### src/rtl/pw_mem_arbiter.sv
`default_nettype none
// ============================================================================
// Module   : pw_mem_arbiter
// Brief    : Round-robin arbiter that serialises two requesters onto one
//            synchronous password memory with a fixed read latency.
// Revision : 1.0 - initial release
// ============================================================================
module pw_mem_arbiter #(
  parameter int ADDR_W = 16,
  parameter int DATA_W = 16,
  parameter int RD_LAT = 1
) (
  input  logic              clk,
  input  logic              rst,
  input  logic              req0,
  input  logic              we0,
  input  logic [ADDR_W-1:0] addr0,
  input  logic [DATA_W-1:0] wdata0,
  output logic              gnt0,
  output logic              ack0,
  input  logic              req1,
  input  logic              we1,
  input  logic [ADDR_W-1:0] addr1,
  input  logic [DATA_W-1:0] wdata1,
  output logic              gnt1,
  output logic              ack1,
  output logic [DATA_W-1:0] rdata,
  output logic [ADDR_W-1:0] mem_addr,
  output logic              mem_wren,
  output logic [DATA_W-1:0] mem_wdata,
  input  logic [DATA_W-1:0] mem_rdata,
  output logic              busy
);

  typedef enum logic [1:0] {
    ST_IDLE  = 2'd0,
    ST_ISSUE = 2'd1,
    ST_WAIT  = 2'd2,
    ST_ACK   = 2'd3
  } state_t;

  // WAIT spans RD_LAT-1 cycles; the counter runs down to zero on its last cycle.
  localparam logic [1:0] c_wait_init = (RD_LAT > 1) ? 2'(RD_LAT - 2) : 2'd0;

  state_t     r_state;
  logic       r_owner;
  logic       r_last;
  logic       r_we;
  logic [1:0] r_cnt;

  logic w_win_valid;
  logic w_win;

  // On a tie the port that was not served last wins.
  assign w_win_valid = req0 | req1;
  assign w_win       = (req0 & req1) ? ~r_last : req1;

  always_ff @(posedge clk or negedge rst) begin
    if (!rst) begin
      r_state   <= ST_IDLE;
      r_owner   <= 1'b0;
      r_last    <= 1'b1;
      r_we      <= 1'b0;
      r_cnt     <= 2'd0;
      gnt0      <= 1'b0;
      gnt1      <= 1'b0;
      ack0      <= 1'b0;
      ack1      <= 1'b0;
      rdata     <= '0;
      mem_addr  <= '0;
      mem_wren  <= 1'b0;
      mem_wdata <= '0;
      busy      <= 1'b0;
    end else begin
      case (r_state)
        ST_IDLE: begin
          if (w_win_valid) begin
            r_owner   <= w_win;
            r_last    <= w_win;
            r_we      <= w_win ? we1 : we0;
            mem_addr  <= w_win ? addr1 : addr0;
            mem_wdata <= w_win ? wdata1 : wdata0;
            mem_wren  <= w_win ? we1 : we0;
            gnt0      <= ~w_win;
            gnt1      <= w_win;
            busy      <= 1'b1;
            r_state   <= ST_ISSUE;
          end
        end
        ST_ISSUE: begin
          gnt0     <= 1'b0;
          gnt1     <= 1'b0;
          mem_wren <= 1'b0;
          if (r_we || (RD_LAT == 1)) begin
            if (!r_we) begin
              rdata <= mem_rdata;
            end
            ack0    <= ~r_owner;
            ack1    <= r_owner;
            r_state <= ST_ACK;
          end else begin
            r_cnt   <= c_wait_init;
            r_state <= ST_WAIT;
          end
        end
        ST_WAIT: begin
          if (r_cnt == 2'd0) begin
            rdata   <= mem_rdata;
            ack0    <= ~r_owner;
            ack1    <= r_owner;
            r_state <= ST_ACK;
          end else begin
            r_cnt <= r_cnt - 2'd1;
          end
        end
        ST_ACK: begin
          ack0    <= 1'b0;
          ack1    <= 1'b0;
          busy    <= 1'b0;
          r_state <= ST_IDLE;
        end
        default: begin
          r_state <= ST_IDLE;
        end
      endcase
    end
  end

endmodule
`default_nettype wire

### config.mk
export PLATFORM = sky130hd
export DESIGN_NAME = pw_mem_arbiter
export DESIGN_NICKNAME = d
export VERILOG_FILES = /design/src/rtl/pw_mem_arbiter.sv
export SDC_FILE = /design/constraint.sdc
export NUM_CORES = 1
export LEC_CHECK = 0
export ABC_AREA = 1
export CORE_UTILIZATION = 37
export CTS_CLUSTER_SIZE = 30
export DETAILED_ROUTE_END_ITERATION = 7
export PLACE_DENSITY = 0.77
export RECOVER_POWER = 100
export SETUP_SLACK_MARGIN = 0.15
export SLEW_MARGIN = 20
export SYNTH_ARGS = -nofsm -noshare
export SYNTH_HDL_FRONTEND = slang
export SYNTH_SLANG_ARGS = --single-unit
### constraint.sdc
create_clock -name clk -period 1.5 [get_ports clk]
set_clock_uncertainty 0.05 [all_clocks]
set_input_delay 0.375 -clock clk [delete_from_list [all_inputs] [get_ports clk]]
set_output_delay 0.375 -clock clk [all_outputs]
set_load 0.01 [all_outputs]
==> summary.txt <==
Status
  • Outcome: completed

Yosys
  • Synth top area cells: dfrtp_1 51%, nand2_1 29%, inv_1 3.4%
  • Share of the synthesized area in the top cell type: 50.96%
  • Count leader, synth: nand2_1
  • Ys flop type: dfrtp_1
  • Syn Area/Cell: 7.754 um^2
  • Seq cells post-synth: 61
  • Asr flop ratio synth: 100.0%
  • Number of flops mapped to enable cells by yosys: 0
  • Yosys warns: 0
  • Seq/Total Area, Yosys: 51.85%
  • Synth area leader: dfrtp_1
  • Count of cell types in the netlist: 23
  • Synthesized cell area: 2947 um^2
  • Post-Syn Nets: 472
  • Cell count after synthesis: 380
  • Top cells by instance count after synthesis: 226 x nand2_1, 60 x dfrtp_1, 27 x inv_1, 17 x o21ai_1

Floorplan
  • Core Box Area: 7727 um^2
  • Row count: 32
  • DIE AREA: 8325 um^2
  • Initial Utilization: 38.13%
  • Chip height: 91.24 um
  • Io pins: 140
  • Chip width: 91.24 um

Worst hold path
  • HP Class: in -> async

Detailed routing
  • Final ANT Viol Nets: 0
  • DR WL/cell: 17.27 um
  • Routed WL: 11590 um
  • # DRC: 0
  • First-pass DRT Iterations: 5
  • Via density: 4.888
  • DR vias: 3280
  • 1st-iter DRT viols: 155

Timing
  • Worst slew pin tran: 851.3 ps
  • Hold_ws: 193.4 ps
  • Hold Fails Final Rpt: 0
  • F_max: 669.8 MHz
  • Period utilization: 99.53%
  • Pins over their slew limit: 0
  • Slew headroom: 43.25%
  • Setup TNS: 0 ps
  • Minimum clock period: 1493 ps
  • Final setup fails: 0
  • RSZ-0062 raised after global routing: true

GRT
  • Vias in the first global route: 2815
  • Total global routing overflow: 0
  • Pin count of the biggest net entering global routing: 62
  • First-pass GRT wire length: 13460 um
  • Total GRT Usage: 20.48%
  • Initial antenna violation count: 0

Power and ir drop
  • PwrDens: 1782 nW/um^2
  • Worst vdd ir: 0.0008322 V
  • P_leak: 0.002910 uW

Flow run
  • Max Cap Violations: 0

Clocking
  • CTS Root Cell: clkbuf_8
  • Cts hold-fix bufs: 0
  • CTS tree: built
  • Worst-Skew Late Latency: 330 ps
  • Reg clk slew, reported paths: 70 ps
  • Clk buf depth: 2
  • CTS buffer count: 9
  • Num Clock Sinks: 61
  • # H-tree levels: 3

Placed design
  • I/O Buffers: 139
  • Placer's final routability congestion estimate: 0.7851
  • DPL Wire Length: 5725 um

Finish
  • Antenna diode count: 0
  • Filler Cells Inserted: 580
  • Final Util: 72.12%
  • Area grow syn2layout: 89.13%
  • Layout Nets: 658
  • Share of cells above drive strength 1: 37.79%

Worst setup path
  • Worst EP arrival: 1670 ps
  • Worst EP required: 1670 ps
  • Worst Setup End Kind: flop
  • FF-to-FF setup slack: 7 ps
  • Largest fanout on the critical path: 8
  • Setup CP Type: reg -> reg
  • CP startpoint kind: flop
==> layer usage <==
metal	global-route usage, %	wire length (um)
met1	25.38	4629
met4	8.201	299
met3	4.271	717
met5	0	0
met2	34.85	5939
==> final timing paths <==
path                                               start                         to  depth (start not counted)
min in group clk                mem_addr[12]$_DFFE_PN0P_   mem_addr[12]$_DFFE_PN0P_                          2
worst max register to register        r_last$_DFFE_PN1P_   mem_wdata[1]$_DFFE_PN0P_                          8
max in group asynchronous                            rst     r_state[1]$_DFFE_PN0P_                          2
worst max-delay path                  r_last$_DFFE_PN1P_   mem_wdata[1]$_DFFE_PN0P_                          8
worst min register to register  mem_addr[12]$_DFFE_PN0P_   mem_addr[12]$_DFFE_PN0P_                          2
worst min-delay path                                 rst  mem_wdata[11]$_DFFE_PN0P_                          2
==> sequential cells by signal (all words and copies together) (netlist names), 2 cells and up <==
signal and cells:
mem_wdata 16, mem_addr 16, rdata 16, r_cnt 2, r_state 2
==> logic make-up after synthesis <==
group	count (synthesis)	synth area share [%]
simple gates	242	32.02
flops	61	51.85
buf+inv	45	8.917
compound gates	25	4.374
fa+ha+maj	6	2.548
xor+xnor	1	0.2973
==> critical path, cell delays in order (launching register included) <==
cell,delay (ps)
dfstp_2,540
nand2_2,80
nand2_4,150
clkinv_8,110
clkbuf_16,190
nand2_1,70
nand2_1,80
nand2_2,70
nand2_1,50
==> layout make-up <==
class                      instances  area [um^2]  area share (%)
multi-input combinational        274         1798           32.26
tap                              102        127.6           2.290
timing repair buffer             191         1824           32.73
inverter                          29        128.9           2.313
clock inverter                     2        10.01          0.1796
sequential                        61         1529           27.44
clock buffer                      12        155.1           2.784
==> through the flow <==
step	cells	setup slack, ps	power, uW	cell area, um^2
floorplan	380	149.1	4945	2965
global placement	621	-133.1	6954	4534
detailed placement	621	-209.5	7082	4534
CTS	647	27.41	7975	4539
global route	671	-48.95	10510	5573
finish	671	7.040	9933	5573
==> what timing repair did <==
| item | CTS | global route |
|---|---|---|
| buffers inserted | 12 | 6 |
| pin swaps | 1 | 46 |
| gates resized for setup | 218 | 203 |
| cloned | 0 | 18 |
| endpoints found under the setup margin | 107 | 59 |
==> cell usage in the layout (no fill, tap or decap), drive strengths merged <==
cell / n
a21oi: 1
buf: 44
clkbuf: 75
clkdlybuf4s50: 82
clkinv: 4
dfrtp: 60
dfstp: 1
dlymetal6s2s: 2
ha: 6
inv: 27
nand2: 229
nand3: 10
nor2: 1
o21ai: 24
or2: 2
xor2: 1
==> power by group <==
part	internal (uW)	switching (uW)
sequential	2430	502
clock	667	628
combinational	2650	3050
total	5750	4180
No activity file was read; power rests on OpenSTA's default activity.
